File: src/rtl/apb_slave_mem.sv
// APB slave backed by a register-file memory with a configurable number of wait states.
// Registered PREADY/PRDATA/PSLVERR; every storage word returns to zero on reset.
module apb_slave_mem #(
    parameter int ADDR_WIDTH  = 32,
    parameter int DATA_WIDTH  = 32,
    parameter int DEPTH       = 64,
    parameter int WAIT_CYCLES = 2
) (
    input  logic                  pclk_i,
    input  logic                  prst_i,
    input  logic                  psel_i,
    input  logic                  penable_i,
    input  logic                  pwrite_i,
    input  logic [ADDR_WIDTH-1:0] paddr_i,
    input  logic [DATA_WIDTH-1:0] pwdata_i,
    output logic                  pready_o,
    output logic [DATA_WIDTH-1:0] prdata_o,
    output logic                  pslverr_o
);

    localparam int IDX_W = (DEPTH > 1) ? $clog2(DEPTH) : 1;
    localparam int CNT_W = (WAIT_CYCLES > 1) ? $clog2(WAIT_CYCLES) : 1;
    localparam logic [CNT_W-1:0] CNT_LAST = CNT_W'((WAIT_CYCLES > 0) ? WAIT_CYCLES - 1 : 0);

    typedef enum logic [1:0] {
        ST_IDLE  = 2'd0,
        ST_WAIT  = 2'd1,
        ST_READY = 2'd2
    } state_t;

    state_t                state_q, state_d;
    logic [CNT_W-1:0]      cnt_q, cnt_d;
    logic [ADDR_WIDTH-1:0] addr_q, addr_d;
    logic                  write_q, write_d;
    logic [DATA_WIDTH-1:0] wdata_q, wdata_d;
    logic                  pready_q, pready_d;
    logic                  pslverr_q, pslverr_d;
    logic [DATA_WIDTH-1:0] prdata_q, prdata_d;
    logic [DATA_WIDTH-1:0] mem_q [DEPTH];

    logic                  into_ready;
    logic                  mem_we;
    logic [ADDR_WIDTH-1:0] tgt_addr;
    logic                  tgt_write;
    logic                  tgt_in_range;
    logic [IDX_W-1:0]      tgt_idx;
    logic [DATA_WIDTH-1:0] rd_word;

    // With zero wait states the setup edge is also the edge into READY, so the
    // response must be built from the live bus rather than the latched copy.
    always_comb begin
        tgt_addr     = (state_q == ST_IDLE) ? paddr_i : addr_q;
        tgt_write    = (state_q == ST_IDLE) ? pwrite_i : write_q;
        tgt_in_range = (tgt_addr < ADDR_WIDTH'(DEPTH));
        tgt_idx      = tgt_addr[IDX_W-1:0];
        rd_word      = mem_q[tgt_idx];
    end

    always_comb begin
        state_d    = state_q;
        cnt_d      = cnt_q;
        addr_d     = addr_q;
        write_d    = write_q;
        wdata_d    = wdata_q;
        into_ready = 1'b0;
        mem_we     = 1'b0;
        case (state_q)
            ST_IDLE: begin
                if (psel_i && !penable_i) begin
                    addr_d  = paddr_i;
                    write_d = pwrite_i;
                    wdata_d = pwdata_i;
                    cnt_d   = '0;
                    if (WAIT_CYCLES == 0) begin
                        state_d    = ST_READY;
                        into_ready = 1'b1;
                    end else begin
                        state_d = ST_WAIT;
                    end
                end
            end
            ST_WAIT: begin
                if (!psel_i) begin
                    state_d = ST_IDLE;
                end else if (penable_i) begin
                    if (cnt_q == CNT_LAST) begin
                        state_d    = ST_READY;
                        into_ready = 1'b1;
                    end else begin
                        cnt_d = cnt_q + CNT_W'(1);
                    end
                end
            end
            ST_READY: begin
                state_d = ST_IDLE;
                mem_we  = psel_i && penable_i && write_q && tgt_in_range;
            end
            default: state_d = ST_IDLE;
        endcase

        // READY lasts a single cycle, so the response is non-zero only on entry.
        pready_d  = into_ready;
        pslverr_d = into_ready && !tgt_in_range;
        prdata_d  = (into_ready && !tgt_write && tgt_in_range) ? rd_word : '0;
    end

    always_ff @(posedge pclk_i) begin
        if (prst_i) begin
            state_q   <= ST_IDLE;
            cnt_q     <= '0;
            addr_q    <= '0;
            write_q   <= 1'b0;
            wdata_q   <= '0;
            pready_q  <= 1'b0;
            pslverr_q <= 1'b0;
            prdata_q  <= '0;
        end else begin
            state_q   <= state_d;
            cnt_q     <= cnt_d;
            addr_q    <= addr_d;
            write_q   <= write_d;
            wdata_q   <= wdata_d;
            pready_q  <= pready_d;
            pslverr_q <= pslverr_d;
            prdata_q  <= prdata_d;
        end
    end

    generate
        for (genvar gi = 0; gi < DEPTH; gi++) begin : g_word
            always_ff @(posedge pclk_i) begin
                if (prst_i) begin
                    mem_q[gi] <= '0;
                end else if (mem_we && (tgt_idx == IDX_W'(gi))) begin
                    mem_q[gi] <= wdata_q;
                end
            end
        end
    endgenerate

    assign pready_o  = pready_q;
    assign pslverr_o = pslverr_q;
    assign prdata_o  = prdata_q;

endmodule

File: config.mk
export PLATFORM = sky130hd
export DESIGN_NAME = apb_slave_mem
export DESIGN_NICKNAME = d
export VERILOG_FILES = /design/src/rtl/apb_slave_mem.sv
export SDC_FILE = /design/constraint.sdc
export NUM_CORES = 2
export LEC_CHECK = 0
export BUFFER_PORTS_ARGS = -buffer_cell sky130_fd_sc_hd__buf_4
export CORE_AREA = 2 2 406 408
export CTS_CLUSTER_DIAMETER = 40
export DETAILED_ROUTE_END_ITERATION = 8
export DIE_AREA = 0 0 408 410
export MAX_ROUTING_LAYER = met4
export PLACE_DENSITY_LB_ADDON = 0.25
export SLEW_MARGIN = 20
export SYNTH_ARGS = -nofsm -noshare
export SYNTH_HDL_FRONTEND = slang
export SYNTH_SLANG_ARGS = --single-unit
File: constraint.sdc
create_clock -name pclk_i -period 4.2 [get_ports pclk_i]
set_clock_uncertainty 0.1 [all_clocks]
set_input_delay 0.84 -clock pclk_i [delete_from_list [all_inputs] [get_ports pclk_i]]
set_output_delay 0.84 -clock pclk_i [all_outputs]
set_load 0.01 [all_outputs]
* Word level (Yosys, flattened, before mapping) *
Memories as Yosys holds them, arrays and structs flattened. A register that Yosys moved wholly into a read port is not among the register bits.
Cells that the tools add are included.
Widths: inputs -> output; s select.

word-level totals
  register bits after elaboration = 70
  RAM bits = 2048
  input bits = 69
  logic and storage cells = 501
  memories = 1

memory list
  name   words  bits a word  rd ports  clocked after Yosys merged registers in  wr ports  RTL line  text
  mem_q  64     32           1         1                                        64        39        logic [DATA_WIDTH-1:0] mem_q [DEPTH];

operators by class
  $add $sub $neg = 1
  magnitude comparators = 1
  equal/unequal tests = 70
  muxes and demuxes = 275
  bitwise logic cells = 65
  reduce and logical (&&, ||, !) cells = 81

operators with widths
  kind                 count
  $mux 32              65
  $mux 1               204
  $eq 6x6->1 const B   32
  $eq 6x5->1 const B   16
  $logic_and 1x1->1    71
  $or 1x1->1           64
  $eq 6x4->1 const B   8
  $lt 32x7->1 const B  1
  $eq 6x3->1 const B   4
  $eq 6x2->1 const B   2
  $mux 2               4
  $eq 6x1->1 const B   1
  $logic_not 6->1      1
  $ne 3x3->1 const B   2
  $ne 2x2->1 const B   2
  $pmux 2 s2           1
  $reduce_and 4->1     1
  $logic_not 1->1      3
  $reduce_and 3->1     1
  $eq 2x1->1 const B   1
  $eq 2x2->1 const B   1
  $logic_not 2->1      1
  $ne 2x1->1 const B   1
  $pmux 1 s2           1
  5 further kinds      5

* Depth between registers and ports, before layout *
  word-level depth = 10
  gate-level depth with buffers = 11
  depth with buffers taken out = 7

* Least setup slack after synthesis *
OpenSTA, ideal clock, no wires.

  path kind = input to register
  from = in paddr_i[7]
  to = mem mem_q[29][0] (enable)
  setup time = 428 ps
  arrival time = 3779 ps
  required time = 3672 ps
  slack = -107 ps
  stages = 6
  cell sequence = nor4_1 -> nand4_1 -> a221o_1 -> nor3b_4 -> nand2_1 -> o21bai_1

RTL lines
  what             RTL line  text
  start, declared  14        input logic [ADDR_WIDTH-1:0] paddr_i,
  end, declared    39

* Worst setup path in the final report *
  from = reg state_q[0]
  to = reg prdata_q[5] (netlist: prdata_o[5]), read port of mem_q

between the ends
  longest elaborated chain between the ends = 7
  elaborated cells between the ends (all ways) = 11
  classes of those cells = 1 x order compare; 1 x eq/ne; 3 x mux; 1 x bitwise; 5 x reduce/logical

ends and longest elaborated chain
  what                                                 RTL line  text
  start, declared                                      31        state_t state_q, state_d;
  start signal, assigned                               118       state_q <= state_d;
  branches (longest 7 deep; another with $lt 32x7->1)  n/a
  end, declared                                        38        logic [DATA_WIDTH-1:0] prdata_q, prdata_d;

Parallel ways; which one is timed is not known.
A chain may end at the register's enable or synchronous reset.

==> results.toml <==
[routing]
dr.pass1.iters = 6
drt_iter0_markers = 8595
drc = 0
ant_nets = 0
wl_mm = 284
route.vias.total = 61200
wl_per_cell_um = 30.5
viasPerCell = 6.58

[floorplanning]
pin_count = 103
initial_core_util_pct = 56.6
core_um2 = 163000
die_h_um = 410
die-area_um2 = 167000
dieWidth_um = 408
placementRows = 149

[timing]
slew_viol_final = 0
fin_crit_ns = 4.29
min_period_over_period_pct = 102
timing.slew.headroom_pct = 18.4
setup_viol = 1
grt_setup_unrepaired = "false"
fmax_mhz = 233
fin_ws_ns = -0.0872
finalHoldViolCount = 0
worst_pin_slew_ns = 1.22
totalNegativeSetupSlack_ns = -0.0872

[clock_network]
clock-sinks = 2150
cts_made_buffers = 279
htreeDepth = 5
worstSkewPairLatency_ns = 0.91
clkTransAtPathRegs_ns = 0.06
cts_tree = "done"
clockBufferDepth = 4
cts-root-buf = "clkbuf_16"

[logic_synthesis]
synth_cell_types = 46
synthTopCellsByArea = "edfxtp_1 (66%), and2_1 (14%), a221oi_1 (4.8%)"
yosysWarnings = 0
postSynthCellCount = 6750
ys_ff_latch = 2150
synthTopCellsByCount = "and2_1 (2,049), edfxtp_1 (2,048), clkbuf_1 (657)"
synth_edf_count = 2048
synth_largest_area_cell = "edfxtp_1"
yosysMostFrequentCell = "and2_1"
synthArstFlopShare_pct = 0
ys_seq_area_share_pct = 68.7
ys.flop_type = "edfxtp_1"
syn_nets = 6819
synth_top_area_share_pct = 66.4
syn_area_per_cell_um2 = 13.7
synth.cell_area_um2 = 92600

[place]
place_ws_ns = -0.158
gp_congestion = 0.959
post-dp-hpwl_mm = 174
io_buffers = 102
placed_cell_area_um2 = 99700

[global_routing]
antenna_found_initial = 16
grt_max_degree = 66
grt_pass1_wl_mm = 411
grt_pass1_vias = 59200
overflow = 0
grt_usage_pct = 34.7

[job]
max_cap_violations = 0

[finish]
nNetsFinal = 6976
nFillCells = 11300
drive_gt1_share_pct = 16.9
area_growth_pct = 17.4
seq_area_um2 = 63600
fin_area_um2 = 109000
multiInputGateArea_um2 = 27200

[critical_path]
slowest_delay_ns = 0.84
crit_type = "flop to flop"
reg2reg_depth = 8
path_depth = 8
cp_max_fo = 25
required_ns = 4.93
cp_slowest_cell = "o22ai_1"
critPathLaunchType = "flop"
critical_path.top_delay_family = "simple AND/OR/NAND/NOR gates"
worstPathArrival_ns = 5.02
path_buf_inv = 1
end_kind = "flop"
crit_chain = "or2_1, or3_1, o21ai_1, nand2_1, buf_12, o22ai_1, nor4_1, a21oi_1"

[power_and_ir_drop]
power_density_nw_per_um2 = 468
p_leak_nw = 39.5
peakVddDrop_mv = 0.337
finalPower_mw = 50.8

[outcome]
violations = "negative setup slack"
outcome = "finished, violations left"

[worst_hold_path]
min_path_type = "primary input to flop"
hold_depth = 3
[tightest hold or removal path: stages]
cell	delay (ns)
buf_4	0.11
nand2_1	0.04
a21oi_1	0.05
[report_power, final]
| group | leakage [nW] | internal, mW | switching [mW] | total (mW) |
|---|---|---|---|---|
| clock network | 4.31 | 14.1 | 9.03 | 23.1 |
| registers | 22.0 | 24.1 | 0.413 | 24.5 |
| logic | 13.2 | 1.10 | 2.13 | 3.24 |
| total | 39.5 | 39.3 | 11.6 | 50.8 |
[state kept, by name (all words and copies together), names as in the netlist]
register / flops
addr_q: 32
cnt_q: 1
mem_q: 2048
prdata_o: 32
pready_o: 1
pslverr_o: 1
state_q: 2
wdata_q: 32
write_q: 1
[timing repair]
action,CTS,global route
resized for setup,0,1
buffers inserted,0,0
setup endpoints to repair,0,1
hold buffers,0,0
[routing by layer]
| layer | part of all wire (%) | global-route usage, % | up-vias |
|---|---|---|---|
| li1 | - | - | 25700 |
| met1 | 38 | 47.3 | 31000 |
| met2 | 44 | 49.3 | 3928 |
| met3 | 13 | 8.77 | 566 |
| met4 | 4.8 | 15.5 | 0 |
| met5 | 0 | - | - |
[stage by stage]
step,instances,util [%],hold WS (ns)
finish,9303,66.5,0.0652
global placement,8811,60.9,0.343
CTS,9289,66.4,0.0168
floorplan,6750,-,0.336
global route,9297,66.5,0.0572
detailed placement,8815,61.0,0.349
[cell usage in the layout, fill, tap and decap left out, types with 4 or more instances in the layout]
cell type and n:
a21oi_1 99, a221oi_1 512, a22o_1 512, and2_1 2049, buf_12 130, buf_4 481
bufinv_16 24, clkbuf_1 39, clkbuf_16 286, clkbuf_8 6, clkinv_1 26, clkinv_2 29
clkinv_4 16, clkinvlp_4 21, dfxtp_1 70, dfxtp_2 25, dfxtp_4 7, diode_2 14
edfxtp_1 2048, inv_6 16, inv_8 8, nand2_1 159, nand2_2 7, nand2b_1 11
nand3b_1 4, nand4_1 4, nor2_1 25, nor2_2 42, nor4_1 60, nor4_2 18
o21bai_4 61, o22ai_1 256
[path summary, 6_finish.rpt]
check	from	to	slack, ns
worst max-delay path	state_q[0]$_SDFFE_PP0P_	prdata_o[5]$_SDFF_PP0_	-0.09
worst min-delay path	pwdata_i[8]	wdata_q[8]$_SDFFE_PP0P_	0.07
worst max register to register	state_q[0]$_SDFFE_PP0P_	prdata_o[5]$_SDFF_PP0_	-0.09
worst min register to register	addr_q[11]$_SDFFE_PP0P_	addr_q[11]$_SDFFE_PP0P_	0.35
[final cells by class]
type | count | share of cell area, %
inverters | 3 | 0.0104
clock inverters | 143 | 1.40
multi-input cells | 3861 | 25.0
flip-flops and latches | 2150 | 58.5
well taps | 2189 | 2.52
clock buffers | 331 | 6.80
diodes | 14 | 0.0322
repair buffers | 612 | 5.72
[cell families (layout without fill, tap and decap cells)]
kind of cell           Yosys count  after routing  synth area share (%)
AOI/OAI and AO/OA             1461           1461                  12.6
buffers and inverters          739           1089                  3.06
DFF                           2150           2150                  68.7
other                            0             14                     0
and+or+nand+nor               2400           2400                  15.7
Note: power is estimated with default switching activity, not from simulation.
